### src/rtl/demux_rr_dispatcher.sv
// One-entry holding register that steers each accepted item to one of four channels,
// picked round-robin over enabled channels or taken directly from the item's in_dest field.
module demux_rr_dispatcher #(
   parameter int DATA_W = 8
) (
   input  logic              clk,
   input  logic              rst,
   input  logic              in_valid,
   output logic              in_ready,
   input  logic [DATA_W-1:0] in_data,
   input  logic [1:0]        in_dest,
   input  logic              mode,
   input  logic [3:0]        ch_en,
   output logic [3:0]        out_valid,
   input  logic [3:0]        out_ready,
   output logic [DATA_W-1:0] out_data,
   output logic [1:0]        cur_dest,
   output logic [7:0]        drop_cnt
);

   // state   | meaning
   // S_EMPTY | holding register invalid, nothing offered downstream
   // S_FULL  | holding register valid, offered on channel r_cur_dest
   typedef enum logic {
      S_EMPTY = 1'b0,
      S_FULL  = 1'b1
   } state_t;

   state_t            r_state;
   state_t            w_state_nxt;
   logic [1:0]        r_rr_ptr;
   logic [1:0]        r_cur_dest;
   logic [DATA_W-1:0] r_out_data;
   logic [7:0]        r_drop_cnt;

   logic              w_fire_out;
   logic              w_fire_in;
   logic              w_capture;
   logic              w_drop;
   logic              w_dir_ok;
   logic [7:0]        w_en_dbl;
   logic [3:0]        w_en_rot;
   logic [1:0]        w_rr_off;
   logic [1:0]        w_rr_pick;

   // Rotate the enable mask so bit k is the channel k steps past r_rr_ptr.
   assign w_en_dbl  = {ch_en, ch_en};
   assign w_en_rot  = w_en_dbl[r_rr_ptr +: 4];
   assign w_rr_pick = r_rr_ptr + w_rr_off;
   assign w_dir_ok  = ch_en[in_dest];

   always_comb begin
      w_rr_off = 2'd3;
      if (w_en_rot[0])      w_rr_off = 2'd0;
      else if (w_en_rot[1]) w_rr_off = 2'd1;
      else if (w_en_rot[2]) w_rr_off = 2'd2;
   end

   assign w_fire_out = (r_state == S_FULL) && out_ready[r_cur_dest];
   assign w_fire_in  = in_valid && in_ready;
   assign w_capture  = w_fire_in && (!mode || w_dir_ok);
   assign w_drop     = w_fire_in && mode && !w_dir_ok;

   always_ff @(posedge clk) begin
      if (rst) r_state <= S_EMPTY;
      else     r_state <= w_state_nxt;
   end

   always_comb begin
      w_state_nxt = r_state;
      in_ready    = 1'b0;
      out_valid   = 4'b0000;
      if (!rst && ((r_state == S_EMPTY) || w_fire_out) && (mode || (|ch_en)))
         in_ready = 1'b1;
      case (r_state)
         S_EMPTY: begin
            if (w_capture) w_state_nxt = S_FULL;
         end
         S_FULL: begin
            out_valid = 4'b0001 << r_cur_dest;
            if (w_capture)       w_state_nxt = S_FULL;
            else if (w_fire_out) w_state_nxt = S_EMPTY;
         end
         default: w_state_nxt = S_EMPTY;
      endcase
   end

   // A held item's destination is frozen; only a capture reloads data and destination.
   always_ff @(posedge clk) begin
      if (rst) begin
         r_rr_ptr   <= 2'd0;
         r_cur_dest <= 2'd0;
         r_out_data <= '0;
         r_drop_cnt <= 8'd0;
      end else begin
         if (w_capture) begin
            r_out_data <= in_data;
            if (mode) begin
               r_cur_dest <= in_dest;
            end else begin
               r_cur_dest <= w_rr_pick;
               r_rr_ptr   <= w_rr_pick + 2'd1;
            end
         end
         if (w_drop && (r_drop_cnt != 8'hFF))
            r_drop_cnt <= r_drop_cnt + 8'd1;
      end
   end

   assign out_data = r_out_data;
   assign cur_dest = r_cur_dest;
   assign drop_cnt = r_drop_cnt;

endmodule

### config.mk
export PLATFORM = sky130hd
export DESIGN_NAME = demux_rr_dispatcher
export DESIGN_NICKNAME = d
export VERILOG_FILES = /design/src/rtl/demux_rr_dispatcher.sv
export SDC_FILE = /design/constraint.sdc
export NUM_CORES = 1
export LEC_CHECK = 0
export ABC_AREA = 1
export BUFFER_PORTS_ARGS = -buffer_cell sky130_fd_sc_hd__buf_2
export CAP_MARGIN = 30
export CORE_AREA = 2 2 53 55
export CTS_BUF_LIST = sky130_fd_sc_hd__clkbuf_2 sky130_fd_sc_hd__clkbuf_4 sky130_fd_sc_hd__clkbuf_8
export DETAILED_ROUTE_END_ITERATION = 16
export DIE_AREA = 0 0 55 57
export PLACE_DENSITY = 0.79
export RECOVER_POWER = 100
export SYNTH_ARGS = -nofsm -noshare
export SYNTH_HDL_FRONTEND = slang
export SYNTH_SLANG_ARGS = --single-unit
### constraint.sdc
create_clock -name clk -period 2 [get_ports clk]
set_input_delay 0.1 -clock clk [delete_from_list [all_inputs] [get_ports clk]]
set_output_delay 0.1 -clock clk [all_outputs]
set_load 0.005 [all_outputs]
# Word-level counts from Yosys, hierarchy flattened
# Index checks and enable logic that the tools add are counted.
[classes]
add_sub_neg = 3
mul = 0
mux = 14
n_bitwise = 2
n_div = 0
reduce_logical = 16
eq_ne = 1
order_cmp = 2
shifts = 2
[op_table]
columns = ["op", "count"]
rows = [
  ["$add 8x1->8 const B", 1],
  ["$logic_and 1x1->1", 8],
  ["$ne 8x8->1 const B", 1],
  ["$shiftx 8x3->3", 1],
  ["$mux 1", 7],
  ["$lt 2x3->1 const B", 2],
  ["$mux 2", 3],
  ["$bmux 1 s2", 2],
  ["$mux 4", 1],
  ["$reduce_or 4->1", 1],
  ["$shl 1x2->4 const A", 1],
  ["$logic_not 1->1", 3],
  ["$logic_or 1x1->1", 3],
  ["$add 2x1->2 const B", 1],
  ["$add 2x2->2", 1],
  ["$not 1->1", 2],
  ["$pmux 1 s2", 1],
  ["$reduce_and 2->1", 1],
]
[word_totals]
mem_bits_ro = 0
regBits = 21
wordCells = 45
ramBits = 0
output_inout_bits = 23
latchBits = 0
memories = 0

# Logic depth before layout (Yosys ltp)
# Gate-level depths: netlist (run 1).
[depth]
ltp_word = 11
ltp_mapped = 14

# Least setup slack after synthesis (run 1)
# OpenSTA, ideal clock, no wires.
[synth_timing]
kind = "flip-flop to flip-flop"
startpoint = "register r_rr_ptr[0]"
endpoint = "register r_rr_ptr[1]"
path_slack_ps = 265
n_path_buf = 1
arrival_ps = 1624
period_less_slack_ps = 1735
setup_time_ps = 111
stages_incl_launch_ff = 13
t_required_ps = 1889
cell_sequence = "dfxtp_1 > buf_2 > o21ai_0 > nor2_1 > o41ai_1 > ha_1 > inv_1 > nand2_1 > nand2_1 > nand2_1 > nand2_1 > nor2_1 > nor2_1"
[synth_between]
elab_chain_len = 6
[synth_rtl]
columns = ["item", "line_no", "source"]
rows = [
  ["from (decl)", "31", "logic [1:0] r_rr_ptr;"],
  ["from (signal assigned)", "102", "r_rr_ptr <= w_rr_pick + 2'd1;"],
  ["$shiftx 8x3->3", "48", "assign w_en_rot = w_en_dbl[r_rr_ptr +: 4];"],
  ["$mux 1", "56", "else if (w_en_rot[2]) w_rr_off = 2'd2;"],
  ["$mux 2", "55", "else if (w_en_rot[1]) w_rr_off = 2'd1;"],
  ["$mux 2", "54", "if (w_en_rot[0]) w_rr_off = 2'd0;"],
  ["$add 2x2->2 (*)", "49", "assign w_rr_pick = r_rr_ptr + w_rr_off;"],
  ["$add 2x1->2 (*)", "102", ""],
]
# Every way passes the cells marked *; elsewhere a longest branch is shown, timed or not.
# A chain may end at the register's enable or synchronous reset.

# Worst setup path in the final report (run 1)
# Ends and elaborated chain as after synthesis.

==> impl_metrics.ini, run 1 <==
[logic_synthesis]
async_flop_share_pct = 0
synth_area_leader_cell = dfxtp_1
synth_compound_area_share_pct = 11.3
synth_edf_count = 0
yosys.area_share.simple_pct = 39.9
ys_ff_latch = 21
syn_area_mm2 = 0.00125
ys_seq_area_share_pct = 33.6
syn-num-nets = 217
synth_cell_types = 25
synthCells = 193
synthTopCellsByArea = dfxtp_1 (34%), nand2_1 (12%), nor2_1 (11%)
yosysWarnings = 0
synthMuxAreaShare_pct = 0
synth_common_cells = nand2_1 (40), nor2_1 (37), dfxtp_1 (21), nand3_1 (21), inv_1 (18)
yosysMostFrequentCell = nand2_1
synthFlopType = dfxtp_1
synth-adder-area-share_pct = 2.00
syn_avg_cell_area_um2 = 6.49
synth-xor-area-share_pct = 4.20
synth_top_area_share_pct = 33.6
synth_top_family_by_area = simple AND/OR/NAND/NOR gates

[clocking]
cts.hold.buffers_added = 0
ctsResizeCount = 0
cts_buffers = 3
cts-htree-levels = 1
cts_buffer_depth = 2
cts_tree = yes
clkSlewWorstSetupHoldPaths_ps = 120
cts_setup_buffers = 0
clkLatencyLatePin_ps = 310
cts_num_sinks = 21
root_buffer = clkbuf_4

[critical_path]
cp-start-kind = flop
cp_top_family = simple AND/OR/NAND/NOR gates
crit_arrival_ps = 2000
end_kind = flop
crit_buf_inv = 1
slowest_delay_ps = 430
crit_chain = nand2_1 > o21ai_1 > nor2_1 > o41ai_1 > ha_1 > inv_1 > nand2_1 > nand2_1 > nand2_1 > nand2_1 > nor2_1 > nor2_1
critPathMaxFanout = 10
slowest_stage = dfxtp_2
critPathRequiredTime_ps = 2220
crit_type = flop to flop
crit_top_cell = nand2_1

[power]
peakVddDrop_v = 0.000445
p_leak_nw = 0.715
p_per_area_mw_per_mm2 = 562

[timing]
rsz0062_at_grt = false
period_minus_slack_ps = 1780
fmax_mhz = 561
finClkSkew_ps = 2.44
slew_violations = 0
finalSetupTns_ps = 0
tightestPinTransition_ps = 358
setup_viol = 0
layout_setup_ws_ps = 219
hold_viol_final = 0
slew_headroom_pct = 76.1
timing.final.crit_share_pct = 89.1

[drt]
dr.pass1.iters = 4
routed-via-count = 1317
ant_nets = 0
drt-initial-drc-count = 17
route.detailed.wl_per_inst_um = 10.0
drc = 0
drt-total-wl_um = 2680
viasPerCell = 4.93

[place]
hpwl_um = 2020
port-buffer-count = 44
place.gp.congestion = 0.829
dp_cells = 263
place_ws_ps = 154

[grt]
grt_first_pass_wirelength_um = 4350
first_global_vias = 1079
grt_util_all_layers_pct = 18.1
antenna_found_initial = 0
grt-ovfl-total = 0
grt_max_degree = 13

[layout]
fin_nets = 261
drive_gt1_share_pct = 20.3
regArea_um2 = 422
stdcell_count = 267
diodes = 0
multi_input_area_um2 = 708
fillers = 273
syn2layout_area_growth_pct = 19.0

[die]
num_rows = 19
num_io_pins = 45
die_h_um = 57
start_util_pct = 47.9
die_w_um = 55
core-area_mm2 = 0.00262
dieArea_mm2 = 0.00314

[outcome]
status = completed

[job]
maxCapViolations = 0

[hold_path]
hold_class = input port to flop
[path summary, 6_finish.rpt]
check,slack (ps),cells after the start,start,endpoint
hold reg to reg,500,2,drop_cnt[6],drop_cnt[6]
setup reg to reg,220,12,r_rr_ptr[0],r_rr_ptr[1]
hold / removal,4,3,in_data[1],out_data[1]
setup / recovery,220,12,r_rr_ptr[0],r_rr_ptr[1]
[layout make-up]
class | instances | share of cell area [%]
Multi-Input combinational cell | 145 | 47.5
Sequential cell | 21 | 28.3
Timing Repair Buffer | 44 | 14.0
Inverter | 22 | 5.54
Tap cell | 31 | 2.60
Clock buffer | 4 | 2.02
[registers in the layout (all words and copies together), names as in the netlist]
name      count
drop_cnt      8
cur_dest      2
out_data      8
r_state       1
r_rr_ptr      2
[routing by layer]
layer | routed length (um) | track usage (%) | up-vias
met2 | 1230 | 28.9 | 27
met4 | 12 | 4.88 | 0
met5 | 0 | 0 | -
met1 | 1310 | 23.9 | 584
li1 | - | - | 704
met3 | 130 | 4.71 | 2
[worst register-to-register path, cell delays in order (launching register included)]
cell and delay (ps):
dfxtp_2 430, nand2_1 70, o21ai_1 140, nor2_1 70
o41ai_1 330, ha_1 230, inv_1 40, nand2_1 70
nand2_1 70, nand2_1 70, nand2_1 40, nor2_1 80
nor2_1 40
[kinds of logic (layout without fill, tap and decap cells)]
kind of cell / Yosys count / after routing
AND/OR/NAND/NOR: 111 / 111
flip-flops: 21 / 21
XOR/XNOR: 6 / 6
AO/OA/AOI/OAI: 26 / 26
adder cells (fa/ha/maj): 2 / 2
buffers and inverters: 27 / 70
[stage by stage]
stage	hold WS [ps]	total power, mW	area [um2]	util (%)
floorplan	162	0.567	1250	-
global placement	321	0.622	1480	56.6
detailed placement	329	0.624	1480	56.6
CTS	7.28	0.839	1510	57.8
global route	11.9	0.882	1490	57.0
finish	3.90	0.838	1490	57.0
[placed cells by master (no fill, tap or decap)]
cell      instances
dfxtp_2           1
nor2_4            2
xor2_1            5
clkbuf_4          4
a21oi_1          10
a21oi_2           2
nand2_1          41
nand4_1           1
o21ai_0          12
xnor2_1           1
buf_2            35
ha_1              2
nor3_1            5
nand3b_1          1
inv_2             1
clkbuf_1          9
inv_1            21
o41ai_1           1
nand3_1          21
dfxtp_1          20
nor2_1           37
nand3_2           3
o21ai_1           1
[where the power goes]
group | internal (mW) | total [mW] | leakage [nW] | switching [mW]
Sequential | 0.437 | 0.453 | 0.171 | 0.0160
Clock | 0.0914 | 0.227 | 0.0184 | 0.135
Combinational | 0.0630 | 0.158 | 0.525 | 0.0955
Total | 0.591 | 0.838 | 0.715 | 0.247
(Power assumes the default switching activity.)
==> run 2, diff against run 1 <==
--- a/config.mk
+++ b/config.mk
@@ -13,7 +13,6 @@
 export DETAILED_ROUTE_END_ITERATION = 16
 export DIE_AREA = 0 0 55 57
 export PLACE_DENSITY = 0.79
-export RECOVER_POWER = 100
 export SYNTH_ARGS = -nofsm -noshare
 export SYNTH_HDL_FRONTEND = slang
 export SYNTH_SLANG_ARGS = --single-unit
==> constraint.sdc (replaced) <==
create_clock -name clk -period 2 [get_ports clk]
set_input_delay 0.3 -clock clk [delete_from_list [all_inputs] [get_ports clk]]
set_output_delay 0.3 -clock clk [all_outputs]
set_load 0.005 [all_outputs]
==> run 2 against run 1 <==
Against the previous run:
- setup slack improved by 66 ps
- critical path type unchanged
- first-iteration DRC count increased by 76%
- total power down 0.99%
- sequential share of layout area is 0.67 points lower
- clock skew is 3.3 ps higher
==> impl_metrics.ini, run 2 (synthesis gave the netlist of run 1 again) <==
[outcome]
status = completed

[timing]
finClkSkew_ps = 5.78
finalSetupTns_ps = 0
whs_ps = 226
slew_violations = 0
tightestPinTransition_ps = 288
hold_viol_final = 0
timing.final.crit_share_pct = 85.8
setup_viol = 0
rsz0062_at_grt = false
layout_setup_ws_ps = 285
period_minus_slack_ps = 1720
slew_headroom_pct = 80.8
fmax_mhz = 583

[grt]
grt-ovfl-total = 0
grt_max_degree = 13
grt_use_met3_pct = 4.71
grt.met1_usage_pct = 25.2
globalRoute.busiestLayer = met2
antenna_found_initial = 0
first_global_vias = 1080
grt_util_all_layers_pct = 18.0
grt_first_pass_wirelength_um = 4340
grt_use_met2_pct = 28.6

[job]
maxCapViolations = 0

[power]
power_uw = 830
p_leak_nw = 0.763
peakVddDrop_v = 0.000623
p_per_area_mw_per_mm2 = 544

[clocking]
cts_buffers = 3
cts_setup_buffers = 0
cts_num_sinks = 21
cts_buffer_depth = 2
clkLatencyLatePin_ps = 290
root_buffer = clkbuf_4
cts_tree = yes
cts-htree-levels = 1
clkSlewWorstSetupHoldPaths_ps = 110

[die]
core-area_mm2 = 0.00262
die_w_um = 55
num_io_pins = 45
dieArea_mm2 = 0.00314
die_h_um = 57
num_rows = 19
start_util_pct = 47.9

[place]
place.gp.congestion = 0.839
port-buffer-count = 44
hpwl_um = 1990
place_ws_ps = 145

[critical_path]
cp-start-kind = flop
critPathMaxFanout = 10
crit_arrival_ps = 1910
ff2ff_setup_slack_ps = 280
critPathRequiredTime_ps = 2200
end_kind = flop
crit_type = flop to flop

[drt]
route.detailed.wl_per_inst_um = 9.51
drc = 0
routed-via-count = 1315
drt-total-wl_um = 2550
ant_nets = 0
drt-initial-drc-count = 30
dr.pass1.iters = 4
viasPerCell = 4.91

[layout]
fin_nets = 262
syn2layout_area_growth_pct = 21.9
diodes = 0
drive_gt1_share_pct = 26.6
layout_commonest_cell = buf_2
layout_common_cells = buf_2 (44), nand2_1 (40), nor2_1 (37)

[hold_path]
hold_class = input port to flop
run 2: changes by cell type in the layout (fill, tap and decap cells not counted), sizes merged:
cell,before,now
buf,35,45
clkbuf,13,4
run 2: cell type report:
class	instances	area, um2
fillers	277	1090
well taps	31	38.8
repair buffers	45	228
flip-flops and latches	21	422
multi-input cells	145	726
clock buffers	4	30.0
inverters	22	82.6
run 2: worst max-delay path, stage by stage (launching register included):
cell	delay [ps]
dfxtp_2	430
nand2_1	70
o21ai_1	130
nor2_1	80
o41ai_2	290
ha_1	210
inv_1	40
nand2_1	70
nand2_1	60
nand2_1	60
nand2_1	40
nor2_1	80
nor2_1	50
run 2: per-stage QoR:
stage	cells	util (%)	instance area, um2
3_5_place_dp	264	56.9	1490
5_1_grt	268	58.4	1530
6_report	268	58.4	1530
3_3_place_gp	264	56.9	1490
2_1_floorplan	193	-	1250
4_1_cts	268	58.0	1520
run 2: repair_timing:
item | 4_1_cts | 5_1_grt
resized for setup | 0 | 3
setup endpoints to repair | 0 | 4
endpoints found under the hold margin | 0 | 0
hold buffers | 0 | 0
run 2: path summary, 6_finish.rpt:
check,to,cells past startpoint,from
min,out_data[5],3,in_data[5]
max,r_rr_ptr[1],12,r_rr_ptr[0]
max reg2reg,r_rr_ptr[1],12,r_rr_ptr[0]
min reg2reg,drop_cnt[6],2,drop_cnt[6]
run 2: report_power, final:
part / total [mW] / switching, mW / internal (mW)
sequential: 0.453 / 0.0161 / 0.437
clock: 0.211 / 0.120 / 0.0911
combinational: 0.166 / 0.0973 / 0.0684
run 2: per-layer routing:
layer | vias to the layer above | wire length [um]
met2 | 27 | 1180
met3 | 2 | 111
met1 | 572 | 1240
li1 | 714 | -
met5 | - | 0
met4 | 0 | 12
